### config.mk
export PLATFORM = sky130hd
export DESIGN_NAME = alu_exec_ctrl
export DESIGN_NICKNAME = d
export VERILOG_FILES = /design/src/rtl/alu_exec_ctrl.sv
export SDC_FILE = /design/constraint.sdc
export NUM_CORES = 1
export LEC_CHECK = 0
export BUFFER_PORTS_ARGS = -buffer_cell sky130_fd_sc_hd__buf_4
export CAP_MARGIN = 20
export CORE_MARGIN = 1.5
export CORE_UTILIZATION = 58
export DETAILED_ROUTE_END_ITERATION = 8
export PLACE_DENSITY = 0.8
export SLEW_MARGIN = 40
export SYNTH_ARGS = -nofsm -noshare
export SYNTH_HDL_FRONTEND = slang
export SYNTH_SLANG_ARGS = --single-unit
### constraint.sdc
create_clock -name clk -period 2.7 [get_ports clk]
set_clock_uncertainty 0.05 [all_clocks]
set_input_delay 0.54 -clock clk [delete_from_list [all_inputs] [get_ports clk]]
set_output_delay 0.54 -clock clk [all_outputs]
set_load 0.05 [all_outputs]
### src/rtl/alu_exec_ctrl.sv
// alu_exec_ctrl: execute-stage sequencer in front of the combinational ALU.
// Accepts one 16-bit instruction at a time, feeds ALU operands from an 8x8
// register file, captures the result and writes it back three cycles after
// acceptance. Holds the architectural flag register {cr, ov, ng, zr}.
//
// Ports:
//   clk, rst_n            clock, asynchronous active-low reset
//   instr_valid, instr    instruction handshake input (16-bit word)
//   instr_ready           high only while IDLE
//   done                  one-cycle pulse during the writeback cycle
//   alu_a, alu_b          regfile[IR.rs1], regfile[IR.rs2]
//   alu_op, alu_shamt     IR.opcode, {2'b00, IR.shamt}
//   alu_out, alu_cr/ov/ng/zr   ALU result and flags
//   flags                 {cr, ov, ng, zr} flag register
//   dbg_addr, dbg_data    combinational register-file read port
//   dbg_state             current FSM state (0 IDLE, 1 EXEC, 2 WB)
//
// Handshake: an instruction transfers on a rising edge where instr_valid and
// instr_ready are both high. instr_ready is low in EXEC and WB, so upstream
// must hold instr_valid/instr until the transfer edge; instr_valid seen while
// busy has no effect.
module alu_exec_ctrl (
  input  logic        clk,
  input  logic        rst_n,
  input  logic        instr_valid,
  input  logic [15:0] instr,
  output logic        instr_ready,
  output logic        done,
  output logic [7:0]  alu_a,
  output logic [7:0]  alu_b,
  output logic [3:0]  alu_op,
  output logic [4:0]  alu_shamt,
  input  logic [7:0]  alu_out,
  input  logic        alu_cr,
  input  logic        alu_ov,
  input  logic        alu_ng,
  input  logic        alu_zr,
  output logic [3:0]  flags,
  input  logic [2:0]  dbg_addr,
  output logic [7:0]  dbg_data,
  output logic [1:0]  dbg_state
);

  typedef enum logic [1:0] {
    S_IDLE = 2'd0,
    S_EXEC = 2'd1,
    S_WB   = 2'd2
  } state_e;

  localparam logic [3:0] OP_ADD = 4'b0010;
  localparam logic [3:0] OP_SUB = 4'b0110;
  localparam logic [3:0] OP_LDI = 4'b1010;

  state_e      state_q;
  logic [15:0] ir_q;
  logic [7:0]  rf_q [8];
  logic [7:0]  result_q;
  logic [3:0]  nflags_q;  // ALU flags captured in EXEC, applied in WB
  logic [3:0]  flags_q;
  logic        ready_q;
  logic        done_q;

  // Instruction decode from the latched IR
  logic [3:0] op;
  logic [2:0] rd;
  logic [2:0] rs1;
  logic [2:0] rs2;
  logic       is_ldi;
  logic       is_nop;
  logic       is_alu;
  logic       is_arith;

  assign op       = ir_q[15:12];
  assign rd       = ir_q[11:9];
  assign rs1      = ir_q[8:6];
  assign rs2      = ir_q[5:3];
  assign is_ldi   = (op == OP_LDI);
  assign is_nop   = (op >= 4'b1011) && (op <= 4'b1110);
  assign is_alu   = !is_ldi && !is_nop;
  assign is_arith = (op == OP_ADD) || (op == OP_SUB);

  always_ff @(posedge clk or negedge rst_n) begin
    if (!rst_n) begin
      state_q  <= S_IDLE;
      ir_q     <= '0;
      for (int i = 0; i < 8; i++) rf_q[i] <= '0;
      result_q <= '0;
      nflags_q <= '0;
      flags_q  <= '0;
      ready_q  <= 1'b1;
      done_q   <= 1'b0;
    end else begin
      case (state_q)
        S_IDLE: begin
          if (instr_valid && ready_q) begin
            ir_q    <= instr;
            ready_q <= 1'b0;
            state_q <= S_EXEC;
          end
        end
        S_EXEC: begin
          result_q <= is_ldi ? ir_q[7:0] : alu_out;
          nflags_q <= {alu_cr, alu_ov, alu_ng, alu_zr};
          done_q   <= 1'b1;
          state_q  <= S_WB;
        end
        S_WB: begin
          if (!is_nop) rf_q[rd] <= result_q;
          // ADD/SUB own all four flags; other ALU ops only ng/zr.
          if (is_arith)    flags_q        <= nflags_q;
          else if (is_alu) flags_q[1:0]   <= nflags_q[1:0];
          done_q  <= 1'b0;
          ready_q <= 1'b1;
          state_q <= S_IDLE;
        end
        default: begin
          done_q  <= 1'b0;
          ready_q <= 1'b1;
          state_q <= S_IDLE;
        end
      endcase
    end
  end

  assign instr_ready = ready_q;
  assign done        = done_q;
  assign alu_a       = rf_q[rs1];
  assign alu_b       = rf_q[rs2];
  assign alu_op      = op;
  assign alu_shamt   = {2'b00, ir_q[2:0]};
  assign flags       = flags_q;
  assign dbg_data    = rf_q[dbg_addr];
  assign dbg_state   = state_q;

endmodule

==> impl_metrics.env <==
export IMPL_outcome="complete, no violations"
export IMPL_drv_cap=0
export IMPL_syn2layout_area_growth_pct=16.0
export IMPL_syn_area_um2=5500
export IMPL_clk_pin_slew_worst_paths_ns=0.09
export IMPL_layout_drive_gt1_share_pct=65.0
export IMPL_postCtsHoldBufs=0
export IMPL_cts_tree="yes"
export IMPL_cts_buffers_inserted=9
export IMPL_hold_viol_final=0
export IMPL_layout_nets=446
export IMPL_reg2regPathDepth=4
export IMPL_yosysUniqueCellTypes=35
export IMPL_drt_iter0_drc=149
export IMPL_cts_setup_buffers=0
export IMPL_cts_buffer_depth=2
export IMPL_timing_rr_start="dbg_state[0]$_DFFE_PN0N_"
export IMPL_vias=3373
export IMPL_cts_root_buf="clkbuf_8"
export IMPL_worstPathMaxFanout=17
export IMPL_layout_commonest_cell="dfrtp_1"
export IMPL_grt_pass1_wl_mm=19.4
export IMPL_drt_pass1_iter_count=4
export IMPL_synth_seq_cells=100
export IMPL_worstSetupPathType="register to primary output"
export IMPL_yosys_area_share_simple_pct=4.73
export IMPL_synth_top_family_by_area="multiplexers"
export IMPL_grt_usage_pct=26.3
export IMPL_synthCells=347
export IMPL_detail_route_wl_per_cell_um=22.6
export IMPL_fin_crit_sh_pct=96.6
export IMPL_via_per_inst=6.39
export IMPL_finalSetupTns_ns=0
export IMPL_synth_warning_count=0
export IMPL_grt_max_degree=55
export IMPL_vdd_ir_drop_max_v=0.000953
export IMPL_r2r_end="rf_q[60]$_DFFE_PN0P_"
export IMPL_drv_slew=0
export IMPL_crit_family="multiplexers"
export IMPL_cts_resized=0
export IMPL_die_x_um=100
export IMPL_slowest_stage="mux4_2"
export IMPL_clock_sinks=100
export IMPL_synth_adder_area_share_pct=0
export IMPL_finalSetupViolCount=0
export IMPL_globalRoute_totalOverflow=0
export IMPL_tightest_slew_ns=0.749
export IMPL_post_route_min_period_ns=2.61
export IMPL_die_y_um=100
export IMPL_io_pins=75
export IMPL_path_cells="buf_12 -> mux4_2 -> mux2_2 -> buf_4"
export IMPL_power_density_nw_per_um2=1300
export IMPL_synthXorXnorAreaFrac_pct=0
export IMPL_dieArea_um2=10100
export IMPL_clock_latency_ns=0.37
export IMPL_cp_end_kind="primary output"
export IMPL_gp_congestion=0.761
export IMPL_port_buffer_count=72
export IMPL_synthMuxAreaShare_pct=45.6
export IMPL_total_power_uw=8320
export IMPL_cp_num_buf_inv=2
export IMPL_arrival_ns=2.02
export IMPL_fmax_mhz=383
export IMPL_startpoint_type="register"
export IMPL_postSynthAreaPerCell_um2=15.8
export IMPL_antenna_cells=0
export IMPL_worst_r2r_setup_slack_ns=0.45
export IMPL_initial_core_util_pct=59.8
export IMPL_coreArea_um2=9200
export IMPL_synth_compound_area_share_pct=0.910
export IMPL_first_global_vias=3538
export IMPL_final_cell_mix="dfrtp_1 (99), mux2_2 (93), buf_4 (79)"
export IMPL_rows=35
export IMPL_slew_limit_headroom_pct=50.0
export IMPL_leakage_uw=0.00289
export IMPL_hpwl_mm=7.75
export IMPL_routed_wl_mm=11.9
export IMPL_drc=0
export IMPL_cts_max_level=3
export IMPL_hp_class="primary input to asynchronous set/reset pin"
export IMPL_rsz0062_at_grt="no"
export IMPL_cp_required_ns=2.11
export IMPL_antenna_found_initial=0
export IMPL_ant_nets=0
export IMPL_cpPeakStageDelay_ns=0.52
export IMPL_seq_area_frac_synth_pct=45.5
[layer usage]
metal | vias to the layer above | track usage (%) | part of all wire (%)
li1 | 1447 | - | -
met2 | 124 | 44.4 | 52
met3 | 18 | 5.99 | 5.8
met1 | 1784 | 34.3 | 41
met5 | - | 0 | 0
met4 | 0 | 7.91 | 1.6
[area by class of cell]
class	count	area, um^2
multi-input cells	217	2830
fillers	648	2820
flip-flops and latches	100	2500
repair buffers	83	673
clock buffers	11	151
well taps	111	139
clock inverters	5	81.3
inverters	1	3.75
[registers in the layout, indices dropped and copies added (netlist names)]
register / flops
dbg_state: 2
done: 1
flags: 4
instr_ready: 1
ir_q: 16
nflags_q: 4
result_q: 8
rf_q: 64
[metrics by stage]
step / instance area (um^2) / setup WS, ns / utilization [%] / hold slack (ns) / instances
final: 6380 / 0.0916 / 69.3 / 0.0171 / 528
after detailed placement: 6140 / 0.215 / 66.8 / 0.418 / 512
after global placement: 6140 / 0.234 / 66.8 / 0.415 / 512
after global routing: 6380 / 0.0139 / 69.3 / 0.0152 / 528
after floorplan: 5500 / 0.135 / - / 0.194 / 348
after CTS: 6370 / 0.0641 / 69.3 / 0.0141 / 528
[how the worst max path moves through the flow]
stage / from / endpoint / slack (ns) / depth (start not counted)
after floorplan: dbg_addr[0] / dbg_data[0] / 0.14 / 4
after global placement: dbg_addr[0] / dbg_data[0] / 0.23 / 4
after detailed placement: dbg_addr[0] / dbg_data[0] / 0.21 / 4
after CTS: ir_q[6]$_DFFE_PN0P_ / alu_a[0] / 0.06 / 4
after global routing: ir_q[6]$_DFFE_PN0P_ / alu_a[0] / 0.01 / 4
final: ir_q[6]$_DFFE_PN0P_ / alu_a[0] / 0.09 / 4
[worst register-to-register path, cell delays in order (launching register included)]
cell and delay (ns):
dfrtp_1 0.47, nand2b_1 0.20, or3_4 0.36, or3_1 0.64
mux2_4 0.42
[logic make-up (layout without fill, tap and decap cells)]
kind of cell | after synthesis | after routing
buffers and inverters | 31 | 100
multiplexers | 169 | 169
other | 1 | 2
AND/OR/NAND/NOR | 36 | 36
AO/OA/AOI/OAI | 10 | 10
flip-flops | 100 | 100
[cells in the mapped netlist]
library cell	number	area (um^2)
or3_1	2	12.5
mux2_4	16	240
buf_2	8	40.0
nand4_1	1	6.26
nor3b_4	1	18.8
buf_6	2	22.5
nand2b_1	2	12.5
mux2_2	93	1050
and2b_1	1	7.51
nor2_1	4	15.0
nor3b_2	1	12.5
or4_1	1	7.51
mux2_1	3	33.8
nand2b_2	1	8.76
nand2_1	10	37.5
o21ai_0	10	50.1
or2b_1	1	7.51
mux2i_1	8	80.1
buf_1	4	15.0
mux4_2	48	1080
clkbuf_1	7	26.3
nor2_2	2	12.5
nor3_2	1	10.0
dfstp_2	1	26.3
buf_4	9	67.6
mux2i_4	1	22.5
nor4b_4	2	47.6
nand3b_1	1	7.51
or3_4	1	11.3
conb_1	1	3.75
dfrtp_1	99	2480
inv_1	1	3.75
and3_2	1	7.51
nor3_1	1	5.00
nand2_2	2	12.5
[where the power goes]
part	internal, uW	switching (uW)	leakage [uW]
Combinational	2100	2290	0.00150
Clock	574	509	0.000116
Sequential	2100	756	0.00128
Total	4770	3550	0.00289
No activity file was read; power rests on OpenSTA's default activity.
